## config.mk

```make
export PLATFORM = sky130hd
export DESIGN_NAME = instr_fetch_unit
export DESIGN_NICKNAME = d
export VERILOG_FILES = /design/src/rtl/instr_fetch_unit.sv
export SDC_FILE = /design/constraint.sdc
export NUM_CORES = 1
export LEC_CHECK = 0
export BUFFER_PORTS_ARGS = -buffer_cell sky130_fd_sc_hd__buf_4
export CORE_ASPECT_RATIO = 0.8
export CORE_UTILIZATION = 31
export CTS_BUF_LIST = sky130_fd_sc_hd__clkbuf_4 sky130_fd_sc_hd__clkbuf_8
export DETAILED_ROUTE_END_ITERATION = 7
export SYNTH_ARGS = -nofsm -noshare
export SYNTH_HDL_FRONTEND = slang
export SYNTH_SLANG_ARGS = --single-unit
```

## constraint.sdc

```tcl
create_clock -name clk -period 5.25 [get_ports clk]
set_input_delay 0.2625 -clock clk [delete_from_list [all_inputs] [get_ports clk]]
set_output_delay 0.2625 -clock clk [all_outputs]
set_load 0.005 [all_outputs]
```

## src/rtl/instr_fetch_unit.sv

```systemverilog
// ---------------------------------------------------------------------------
// instr_fetch_unit
//   Fetches IW-bit instructions from a word-addressed instruction memory and
//   presents them, with the opcode field split out, to the control decoder
//   and register-file read stage. Owns the fetch PC, a 2-entry prefetch
//   buffer, branch redirect/flush and HALT detection.
//
// Ports
//   clk, reset          rising-edge clock, synchronous active-high reset
//   imem_req/imem_addr  read request; the address is held until imem_ack
//   imem_ack/imem_rdata read completion and data
//   instr_valid/ready   valid/ready handshake for the head instruction
//   instr/opcode        head instruction and its top 4 bits
//   instr_pc            address of the head instruction
//   branch_taken/target one-cycle redirect pulse and new fetch address
//   halted              sticky flag: a HALT_OP instruction was consumed
//
// Optional build macro IFU_PERF_CNT_EN adds saturating 32-bit counters:
//   fetch_cnt  instructions pushed into the buffer
//   stall_cnt  cycles with imem_req=1 and imem_ack=0
// ---------------------------------------------------------------------------
module instr_fetch_unit #(
  parameter int         AW      = 8,
  parameter int         IW      = 16,
  parameter logic [3:0] HALT_OP = 4'b1111
) (
  input  logic          clk,
  input  logic          reset,
  output logic          imem_req,
  output logic [AW-1:0] imem_addr,
  input  logic          imem_ack,
  input  logic [IW-1:0] imem_rdata,
  output logic          instr_valid,
  input  logic          instr_ready,
  output logic [IW-1:0] instr,
  output logic [3:0]    opcode,
  output logic [AW-1:0] instr_pc,
  input  logic          branch_taken,
  input  logic [AW-1:0] branch_target,
  output logic          halted
`ifdef IFU_PERF_CNT_EN
  ,
  output logic [31:0]   fetch_cnt,
  output logic [31:0]   stall_cnt
`endif
);

  localparam int DEPTH = 2;
  localparam int EW    = AW + IW;

  typedef enum logic [1:0] {ST_IDLE, ST_REQ, ST_DROP} state_t;

  state_t        state_reg, state_next;
  logic [AW-1:0] fetch_pc_reg;
  logic [AW-1:0] addr_reg;
  logic [1:0]    count_reg;
  logic          stop_fetch_reg;
  logic          halted_reg;
  logic          start_req;
  logic          push;
  logic          pop;
  logic [1:0]    wr_idx;
  logic [EW-1:0] head;

  // Branch suppresses both buffer operations: the flush wins.
  assign instr_valid = (count_reg != 2'd0);
  assign pop         = instr_valid & instr_ready & ~branch_taken;
  assign push        = (state_reg == ST_REQ) & imem_ack & ~branch_taken;
  // Slot a new entry lands in, after accounting for a same-cycle pop.
  // Also serves as the occupancy seen by the IDLE request decision.
  assign wr_idx      = count_reg - {1'b0, pop};

  // ---------------- FSM: next state and outputs ----------------
  always_comb begin
    state_next = state_reg;
    start_req  = 1'b0;
    imem_req   = 1'b0;
    case (state_reg)
      ST_IDLE: begin
        if ((wr_idx < 2'd2) && !stop_fetch_reg && !branch_taken) begin
          state_next = ST_REQ;
          start_req  = 1'b1;
        end
      end
      ST_REQ: begin
        imem_req = 1'b1;
        if (imem_ack)          state_next = ST_IDLE;
        else if (branch_taken) state_next = ST_DROP;
      end
      ST_DROP: begin
        // A request is never withdrawn; wait out the ack and discard it.
        imem_req = 1'b1;
        if (imem_ack) state_next = ST_IDLE;
      end
      default: state_next = ST_IDLE;
    endcase
  end

  // ---------------- FSM, PC and control state ----------------
  always_ff @(posedge clk) begin
    if (reset) begin
      state_reg      <= ST_IDLE;
      fetch_pc_reg   <= '0;
      addr_reg       <= '0;
      count_reg      <= 2'd0;
      stop_fetch_reg <= 1'b0;
      halted_reg     <= 1'b0;
    end else begin
      state_reg <= state_next;
      // Request address is latched separately so it stays stable in DROP
      // even though fetch_pc has already moved to the branch target.
      if (start_req) addr_reg <= fetch_pc_reg;
      if (branch_taken) begin
        fetch_pc_reg   <= branch_target;
        count_reg      <= 2'd0;
        stop_fetch_reg <= 1'b0;
      end else begin
        count_reg <= count_reg + {1'b0, push} - {1'b0, pop};
        if (push) begin
          fetch_pc_reg <= fetch_pc_reg + 1'b1;
          if (imem_rdata[IW-1 -: 4] == HALT_OP) stop_fetch_reg <= 1'b1;
        end
        if (pop && (head[IW-1 -: 4] == HALT_OP)) halted_reg <= 1'b1;
      end
    end
  end

  // ---------------- Prefetch buffer (shift FIFO, slot 0 = head) ----------------
  generate
    for (genvar gi = 0; gi < DEPTH; gi++) begin : gen_slot
      localparam logic [1:0] SLOT = 2'(gi);
      logic [EW-1:0] entry_reg;
      always_ff @(posedge clk) begin
        if (reset) begin
          entry_reg <= '0;
        end else if (!branch_taken) begin
          if (push && (wr_idx == SLOT)) begin
            entry_reg <= {addr_reg, imem_rdata};
          end else if (pop) begin
            if (gi < DEPTH - 1) entry_reg <= gen_slot[(gi < DEPTH - 1) ? gi + 1 : gi].entry_reg;
          end
        end
      end
    end
  endgenerate

  assign head      = gen_slot[0].entry_reg;
  assign instr     = head[IW-1:0];
  assign opcode    = head[IW-1 -: 4];
  assign instr_pc  = head[EW-1:IW];
  assign imem_addr = addr_reg;
  assign halted    = halted_reg;

`ifdef IFU_PERF_CNT_EN
  logic [31:0] fetch_cnt_reg;
  logic [31:0] stall_cnt_reg;

  always_ff @(posedge clk) begin
    if (reset) begin
      fetch_cnt_reg <= '0;
      stall_cnt_reg <= '0;
    end else begin
      if (push && (fetch_cnt_reg != 32'hFFFF_FFFF))
        fetch_cnt_reg <= fetch_cnt_reg + 32'd1;
      if (imem_req && !imem_ack && (stall_cnt_reg != 32'hFFFF_FFFF))
        stall_cnt_reg <= stall_cnt_reg + 32'd1;
    end
  end

  assign fetch_cnt = fetch_cnt_reg;
  assign stall_cnt = stall_cnt_reg;
`endif

endmodule

```

Word-level counts from Yosys, hierarchy flattened
Index checks and enable logic that the tools add are counted.
{"block": "word_totals", "regBits": 70, "input_bits": 29, "out_inout_bits": 39, "word_cells": 57}
{"block": "op_classes", "addsub": 4, "order_cmp": 1, "eq_ne": 8, "mux": 12, "bitwise": 5, "n_reduce_logical": 19}
{"op": "$mux 24", "count": 2}
{"op": "$mux 8", "count": 2}
{"op": "$add 8x1->8 const B", "count": 1}
{"op": "$eq 4x4->1 const B", "count": 2}
{"op": "$mux 2", "count": 4}
{"op": "$reduce_and 2->1", "count": 4}
{"op": "$pmux 2 s3", "count": 1}
{"op": "$reduce_bool 2->1", "count": 3}
{"op": "$logic_and 1x1->1", "count": 5}
{"op": "$and 1x1->1", "count": 4}
{"op": "$eq 2x1->1 const B", "count": 2}
{"op": "$logic_not 2->1", "count": 2}
{"op": "$ne 2x2->1 const B", "count": 2}
{"op": "$reduce_or 2->1", "count": 2}
{"op": "$sub 2x1->2", "count": 2}
{"op": "$mux 1", "count": 3}
{"op": "$ne 3x3->1 const B", "count": 1}
{"op": "$reduce_and 3->1", "count": 1}
{"op": "$add 2x1->2", "count": 1}
{"op": "$eq 2x2->1 const B", "count": 1}
{"op": "$logic_not 1->1", "count": 2}
{"op": "$lt 2x2->1 const B", "count": 1}
{"op": "$not 1->1", "count": 1}

Longest topological paths before layout
Gate-level depths: netlist of the first run.
{"block": "depth", "ltp_word": 9, "depth_mapped": 12, "mapped_depth_nobuf": 9}

Least setup slack after synthesis of the first run
OpenSTA, ideal clock, no wires.
{"block": "synth_path", "path_kind": "reg-to-reg", "from": "register count_reg[1]", "to": "register state_reg[0]", "setup_ns": 0.071, "t_arrival_ns": 2.444, "t_required_ns": 5.179, "setup_slack_ns": 2.736, "stages_incl_launch_ff": 11, "n_path_buf": 3, "path_cell_list": "dfxtp_1 -> or2_1 -> and3_1 -> buf_4 -> buf_2 -> ha_1 -> xor2_1 -> or4b_1 -> buf_4 -> or2_1 -> a21oi_1"}
{"block": "synth_via", "elab_chain_cells": 9}
{"element": "start, declared", "line_no": "56", "source": "logic [1:0] count_reg;"}
{"element": "start signal, assigned", "line_no": "118", "source": "count_reg <= count_reg + {1'b0, push} - {1'b0, pop};"}
{"element": "$reduce_bool 2->1", "line_no": "66", "source": "assign instr_valid = (count_reg != 2'd0);"}
{"element": "named net instr_valid", "line_no": "33", "source": "output logic instr_valid,"}
{"element": "$and 1x1->1 (2 in a row)", "line_no": "67", "source": "assign pop = instr_valid & instr_ready & ~branch_taken;"}
{"element": "$sub 2x1->2", "line_no": "71", "source": "assign wr_idx = count_reg - {1'b0, pop};"}
{"element": "$lt 2x2->1", "line_no": "80", "source": "if ((wr_idx < 2'd2) && !stop_fetch_reg && !branch_taken) begin"}
{"element": "$logic_and 1x1->1 (2 in a row)", "line_no": "80"}
{"element": "$ne 2x2->1 (no line)"}
{"element": "$reduce_and 3->1 (no line)"}
{"element": "end signal, assigned", "line_no": "109", "source": "state_reg <= state_next;"}
{"element": "end, declared", "line_no": "53", "source": "state_t state_reg, state_next;"}
The timed path passes the listed nets, and every way through them passes these cells.
A chain may end at the register's enable or synchronous reset.

Worst setup path after layout of the first run
{"block": "layout_path", "from": "register count_reg[1]", "to": "register gen_slot[0].entry_reg[22]"}
{"block": "layout_via", "elab_chain_cells": 8, "elab_cells_between_ends": 9, "classes_between": "add/sub: 1; mux: 1; bitwise: 2; reduce/logical: 5"}
{"element": "$reduce_bool 2->1", "line_no": "66"}
{"element": "$and 1x1->1 (2 in a row)", "line_no": "67"}
{"element": "$sub 2x1->2", "line_no": "71"}
{"element": "$logic_not 2->1", "line_no": "137", "source": "if (push && (wr_idx == SLOT)) begin"}
{"element": "$logic_and 1x1->1", "line_no": "137"}
{"element": "$reduce_bool 2->1 (no line)"}
{"element": "$reduce_and 2->1 (no line)"}
{"element": "end signal, assigned", "line_no": "138", "source": "entry_reg <= {addr_reg, imem_rdata};"}
{"element": "end signal, assigned", "line_no": "140", "source": "if (gi < DEPTH - 1) entry_reg <= gen_slot[(gi < DEPTH - 1) ? gi + 1 : gi].entry_reg;"}
{"element": "end, declared", "line_no": "132", "source": "logic [EW-1:0] entry_reg;"}
Parallel ways exist; a longest one is shown, timed or not.

==> metrics list, run 1 <==
- The flow ran to the end, and the final reports show no timing, DRC or antenna violations.
- The clock net in this run drives a total of 70 sinks.
- The initial antenna violation count was 0.
- Die width: 114.2 um
- Synthesis-to-finish area growth: 24.47%
* Net switching fraction of the power: 24.03%
- The die covers 10470 um2.
- DRC viols: 0
- Cell internal power was estimated by the tool at 0.8853 mW.
- The final layout contains routed wiring with a total length of 7051 um.
- The placed instances occupy a cell area of 3651 um2.
- The tool flagged a number of max-cap violations equal to 0.
- Post-CTS Resized: 0
* Worst-path fanout max: 48
- Leakage Power: 1.499 nW
* Setup bufs post-CTS: 0
* Class of the tightest hold or removal check: in -> reg
- CTS tree: yes
- Number of global-route vias before repair: 2336
- The first detailed-routing pass took 5 iterations.
- Part of the power in registers: 48.3%
- Summed over its instances, the top area cell type makes up 44.93% of the synthesized netlist area.
* Vias per cell: 4.687
- After the first detailed-routing iteration, the DRC count stood at 88.
* Number of inserted diodes: 0
- For this design the top-level I/O count stands at 68.
- Total overflow reported by the global router: 0
* Number of cells produced by synthesis: 340
* Average wire length per cell after detail routing: 13.28 um
* Hold Violations, Final: 0
* Mean area per synthesized cell: 9.174 um2
* Number of H-tree branching levels: 3
- In the final design database the tool counted 426 nets.
* Share of cells above drive strength 1: 27.34%
* Synth area leaders: dfxtp_1, mux2i_1, a211oi_2
- Worst slack at placement: 1.774 ns
- Adder-cell area share of the yosys netlist: 2.808%
- In the global route stage, overall resource usage came out at 13.84%.
- Post-route worst hold slack: 0.1664 ns
- The synthesized netlist devotes 17.21% of its cell area to compound gates.
- Starting Density: 32.19%
* Top flip-flop cell by instance count after synthesis: dfxtp_1
- Critical path class: reg -> reg
* Chip height: 91.72 um
- Number of storage elements in the synthesis netlist: 70
* Final std cell area, no fill: 3882 um2
- Antenna-violating nets left: 0
- Summing the sequential cell areas from Yosys gives 44.93% of the chip area.
- At the pin with the least slew margin, the transition time is 1.041 ns.
- Largest family of logic cells by synthesized area: compound AO/OA/AOI/OAI gates
- Setup clock skew after layout: 0.005790 ns
- Number of buffers added by the clock tree synthesis step: 9
* Clock latency of the later-clocked register in the worst-skew pair: 0.34 ns
* Combinational power share: 9.2%
- After Yosys synthesis, and, or, nand and nor cells account for 16.89% of the synthesized area.
- Clock-pin slew of the registers on the worst-case setup and hold paths: 0.08 ns
- Dominant cell type by area after synthesis: dfxtp_1
* CP endpoint kind: flip-flop
- Across all layers, the routed design uses 2489 vias.
- Mux contribution to synthesized area: 10.27%
* Buffers added on ports: 67
- Core region area: 9689 um2
- Total nets after synthesis: 376
- In the synthesized netlist the async set-or-reset flop fraction comes to 0%.
- VDD IR max: 119.7 uV
- The clock period could shrink to 3.314 ns.
- Dividing the final minimum period by the clock period gives 63.12%.
* Global placer's final weighted congestion: 0.7526
* Crit path launch type: flip-flop
* Summed negative setup slack over all endpoints: 0 ns
- Number of enable flip-flop cells after synthesis: 0
- Area share of xor/xnor cells in the synthesized design: 2.246%
* Root buffer selected by CTS: clkbuf_8
- Number of max-slew violations in the final report: 0
- No sink is reached through more buffers than the 2 on the longest clock path.
- Post-synth design cell area: 3119 um2
- Unrepaired setup endpoints after global routing: false
* Data required time at the worst endpoint: 5.51 ns
- The register with the most flip-flops in the layout has 48 of them.
* Detailed-placement wirelength estimate: 4739 um
- Power spread over the standard cell area amounts to 300.1 nW/um2.
- Clock network fraction of total power: 42.5%
- The Yosys step of the flow raised 0 warnings.
- Floorplan row count: 32
* Maximum number of pins on one net before global-route repair: 71
* Total of hold buffers inserted after clock tree synthesis: 0
* Final setup slack of the worst path: 1.936 ns
- First-pass GRT wire length: 11390 um
* Max Freq: 301.8 MHz
* Critical Path AT: 3.57 ns
- Non-filler cells in the finished layout: 531
- Setup violations remaining at the end of the flow were counted as 0.
- Worst slew margin relative to its limit: 30.61%
- Number of distinct library cells after synthesis: 35
- In this run, placement finished with an instance count of 515.
* Switching power summed over all nets: 0.2800 mW
[placed cells by master, fill, tap and decap left out, types with 3 or more instances in the layout]
cell / count
nand3_1: 3
xnor2_1: 4
nor3_1: 3
o21ai_0: 4
inv_1: 6
or3_1: 3
clkbuf_8: 10
mux2i_1: 32
buf_4: 67
xor2_1: 4
nand2_1: 55
a211oi_2: 20
dfxtp_1: 70
a21oi_1: 32
a211oi_1: 7
nor2_1: 39
ha_1: 7
[worst paths after layout]
| kind | from | slack (ns) | cells past startpoint | end |
|---|---|---|---|---|
| worst min-delay path | branch_taken | 0.17 | 2 | count_reg[0]$_SDFF_PP0_ |
| worst min register to register | gen_slot[1].entry_reg[21]$_SDFFE_PP0P_ | 0.46 | 2 | gen_slot[1].entry_reg[21]$_SDFFE_PP0P_ |
| worst max-delay path | count_reg[1]$_SDFF_PP0_ | 1.94 | 7 | gen_slot[0].entry_reg[22]$_SDFFE_PP0P_ |
| worst max register to register | count_reg[1]$_SDFF_PP0_ | 1.94 | 7 | gen_slot[0].entry_reg[22]$_SDFFE_PP0P_ |
[layout make-up]
type,instances,area [um2]
Clock buffer,10,137.6
Inverter,7,26.28
Timing Repair Buffer,67,503.0
Clock inverter,6,93.84
Multi-Input combinational cell,235,1550
Fill cell,995,5807
Tap cell,136,170.2
Sequential cell,70,1401
[logic make-up after synthesis]
group	after synthesis
AND/OR/NAND/NOR	118
AO/OA/AOI/OAI	70
flip-flops	70
buffers and inverters	35
multiplexers	32
XOR/XNOR	8
adder cells (fa/ha/maj)	7
[per-layer routing]
metal / vias to the layer above / routed length, um / track usage, %
met1: 1158 / 3426 / 18.11
met2: 52 / 3204 / 21.72
met5: - / 0 / 0
met4: 0 / 71 / 4.870
met3: 7 / 349 / 3.900
li1: 1272 / - / -
[worst max-delay path, cell delays in order, from the launching register on]
cell and delay (ns):
dfxtp_1 0.38, or2_1 0.15, and3_2 0.74, ha_1 0.30
xor2_1 0.37, or3_2 0.90, nor2_1 0.12, a211oi_2 0.24
[synth_stat cells, drive strengths merged, types with 3 or more instances]
| library cell | instances |
|---|---|
| nand3 | 3 |
| mux2i | 32 |
| xor2 | 4 |
| a21oi | 32 |
| dfxtp | 70 |
| nand2 | 55 |
| nor3 | 4 |
| clkbuf | 14 |
| o21ai | 5 |
| a211oi | 27 |
| inv | 7 |
| xnor2 | 4 |
| ha | 7 |
| buf | 14 |
| or3 | 4 |
| nor2 | 39 |
[per-stage QoR]
| stage | utilization (%) | power, mW |
|---|---|---|
| 2_1_floorplan | - | 0.6345 |
| 6_report | 40.07 | 1.165 |
| 4_1_cts | 40.07 | 1.178 |
| 3_3_place_gp | 37.68 | 0.6825 |
| 3_5_place_dp | 37.68 | 0.6840 |
| 5_1_grt | 40.07 | 1.210 |
[power by group through the flow]
stage | combinational [mW] | clock [mW] | sequential (mW)
after floorplan | 0.0626 | 0 | 0.572
after global placement | 0.107 | 0 | 0.575
after detailed placement | 0.108 | 0 | 0.576
after CTS | 0.109 | 0.506 | 0.563
after global routing | 0.119 | 0.525 | 0.566
final | 0.107 | 0.495 | 0.563
Note: power is estimated with default switching activity, not from simulation.
==> inputs of run 2 (changes only) <==
==> constraint.sdc (replaced) <==
create_clock -name clk -period 3.3 [get_ports clk]
set_input_delay 0.165 -clock clk [delete_from_list [all_inputs] [get_ports clk]]
set_output_delay 0.165 -clock clk [all_outputs]
set_load 0.005 [all_outputs]
==> metrics list, run 2 (synthesis gave the netlist of run 1 again) <==
* Leading cell types in the layout, fill and taps excluded: dfxtp_1, buf_4, nand2_1
- Area used by multi-input combinational logic: 1550 um2 (unchanged)
- The overall overflow remaining after global route came to 0 (unchanged).
- The TritonCTS buffer count is 9 (unchanged).
* Total Nets Final: 427 (+0.23%)
* Net switching fraction of the power: 23.40% (-0.62 points)
* Share of cells above drive strength 1: 27.53% (+0.18 points)
- Transition time at the pin with the least slew margin: 1.038 ns (-0.002655 ns)
- End-of-flow core utilization: 40.10% (about the same)
* Part of the power in registers: 48.5% (+0.2 points)
- The initial antenna violation count was 0 (unchanged).
- The power density relative to cell area was 475.2 nW/um2 (+58%).
- The standby leakage power is 1.504 nW (+0.38%).
* Flip-flop count of the largest register after layout: 48 (unchanged)
- The pin count of the biggest net entering global routing is 71 (unchanged).
- Worst-path fanout max: 48 (unchanged)
- The required time of the critical path is 3.56 ns (-1.95 ns).
- The number of clock sinks came to 70 (unchanged).
- The final count of negative-setup-slack endpoints came to 0 (unchanged).
- The detail-routed via count per cell is 4.630 (-1.2%).
* Leading cell type in the layout, fill and taps excluded: dfxtp_1
* Antenna-violating nets left: 0 (unchanged)
- Max-cap violations: 0 (unchanged)
- The clock edge transition at the registers on the reported setup and hold paths came to 0.08 ns (about the same).
- Total of hold buffers inserted after clock tree synthesis: 0 (unchanged)
- Critical path class: reg -> reg
- Root buffer selected by CTS: clkbuf_8
* Crit path launch type: flip-flop
- Worst slew margin relative to its limit: 30.79% (+0.18 points)
- The internal cell power was 1.414 mW (+60%).
- Critical Path AT: 2.95 ns (-0.62 ns)
- First-pass GRT wire length: 11180 um (-1.8%)
* CTS tree: yes
* Final critical-path share of the clock period: 81.56% (+18 points)
- The peak ir drop on the vdd network was 169.9 uV (+42%).
* Combinational power share: 9.3% (about the same)
- The minimum clock period after layout is 2.691 ns (-0.6225 ns).
- The post-route cell area was 3885 um2 (about the same).
- The clock latency reported for the late side of the worst-skew pair came to 0.34 ns (about the same).
* Max Freq: 371.6 MHz (+23%)
* Unrepaired setup endpoints after global routing: false
* Buffer depth of the longest clock path: 2 (unchanged)
- The number of levels the H-tree was split into came to 3 (unchanged).
* Number of ports placed on the die boundary: 68 (unchanged)
* All-Layer GR Usage: 13.80% (-0.038 points)
- The filler cell count is 979 (-1.6%).
- Setup bufs post-CTS: 0 (unchanged)
* Sequential cell area: 1401 um2 (unchanged)
- The net switching power was 0.4321 mW (+54%).
* Buffers added on ports: 67 (unchanged)
- The overall die height is 91.72 um (unchanged).
- DRC viols: 0 (unchanged)
- Detailed Route Iter0 Violations: 132 (+50%)
- Dpl cell area: 3659 um2 (+0.21%)
- The run finished with clean final reports.
- Core region area: 9689 um2 (unchanged)
- Area of the die: 10470 um2 (unchanged)
- Synthesis-to-finish area growth: 24.55% (about the same)
* Number of inserted diodes: 0 (unchanged)
* Clock network fraction of total power: 42.2% (-0.3 points)
- Via count: 2463 (-1.0%)
- The final worst clock skew was 0.007533 ns (+0.001743 ns).
- PnR Total Power: 1.846 mW (+58%)
* Hold Violations, Final: 0 (unchanged)
* Number of max-slew violations in the final report: 0 (unchanged)
- The sum of negative setup slack is 0 ns (unchanged).
* Class of the tightest hold or removal check: in -> reg
- The effective utilization at floorplan was 32.19% (unchanged).
* Detailed-placement wirelength estimate: 4665 um (-1.6%)
* Die width: 114.2 um (unchanged)
* Post-CTS Resized: 0 (unchanged)
* Global placer's final weighted congestion: 0.7347 (-2.4%)
* Flop2flop setup slack: 0.61 ns (-1.33 ns)
- The count of TritonRoute iterations in the first routing pass was 4 (-1).
- The via count of the first global-routing pass was 2312 (-1.0%).
- The average wire per standard cell was 13.12 um (-1.2%).
- CP endpoint kind: flip-flop
- The minimum hold slack came to 0.07295 ns (-0.09344 ns).
- The total wire length came to 6981 um (-0.99%).
* Floorplan row count: 32 (unchanged)
-- run 2: changes by cell type in the layout (fill, tap and decap cells not counted) --
cell,change
buf_4,+1
clkinv_2,+1
clkbuf_4,+1
clkinv_4,-2
-- run 2: cell type report --
class                   instances  share of cell area [%]
well taps                     136                   4.380
repair buffers                 68                   13.14
multi-input cells             235                   39.90
clock buffers                  11                   3.736
flip-flops and latches         70                   36.07
inverters                       7                  0.6763
clock inverters                 5                   2.093
-- run 2: worst max-delay path, stage by stage, from the launching register on --
cell	delay [ns]
dfxtp_1	0.34
or2_1	0.25
and3_2	0.23
ha_1	0.18
xor2_1	0.35
or3_2	0.89
nor2_1	0.13
a211oi_2	0.22
-- run 2: final timing paths --
kind,cells after the start,end,startpoint
setup / recovery,7,gen_slot[0].entry_reg[14]$_SDFFE_PP0P_,count_reg[1]$_SDFF_PP0_
hold / removal,3,gen_slot[1].entry_reg[11]$_SDFFE_PP0P_,imem_rdata[11]
setup reg to reg,7,gen_slot[0].entry_reg[14]$_SDFFE_PP0P_,count_reg[1]$_SDFF_PP0_
hold reg to reg,2,gen_slot[1].entry_reg[23]$_SDFFE_PP0P_,gen_slot[1].entry_reg[23]$_SDFFE_PP0P_
-- run 2: layer usage --
layer  part of all wire [%]  track usage, %  wire length, um  vias up
li1                       -               -                -     1270
met1                     49           17.59             3431     1140
met2                     46           22.37             3208       48
met3                    4.2           4.362              290        5
met4                   0.73           3.788               51        0
met5                      0               0                0        -
-- run 2: power groups by stage --
stage                     sequential, mW  clock [mW]  combinational, mW
after floorplan                    0.910           0             0.0996
after global placement             0.915           0              0.170
after detailed placement           0.916           0              0.172
after CTS                          0.896       0.805              0.173
after global routing               0.900       0.851              0.188
final                              0.896       0.779              0.171
-- run 2: through the flow --
| stage | worst slack, ns | std cells |
|---|---|---|
| 2_1_floorplan | 0.7856 | 340 |
| 3_3_place_gp | 0.6991 | 516 |
| 3_5_place_dp | 0.6174 | 516 |
| 4_1_cts | 0.5990 | 532 |
| 6_report | 0.6086 | 532 |
| 5_1_grt | 0.3340 | 532 |
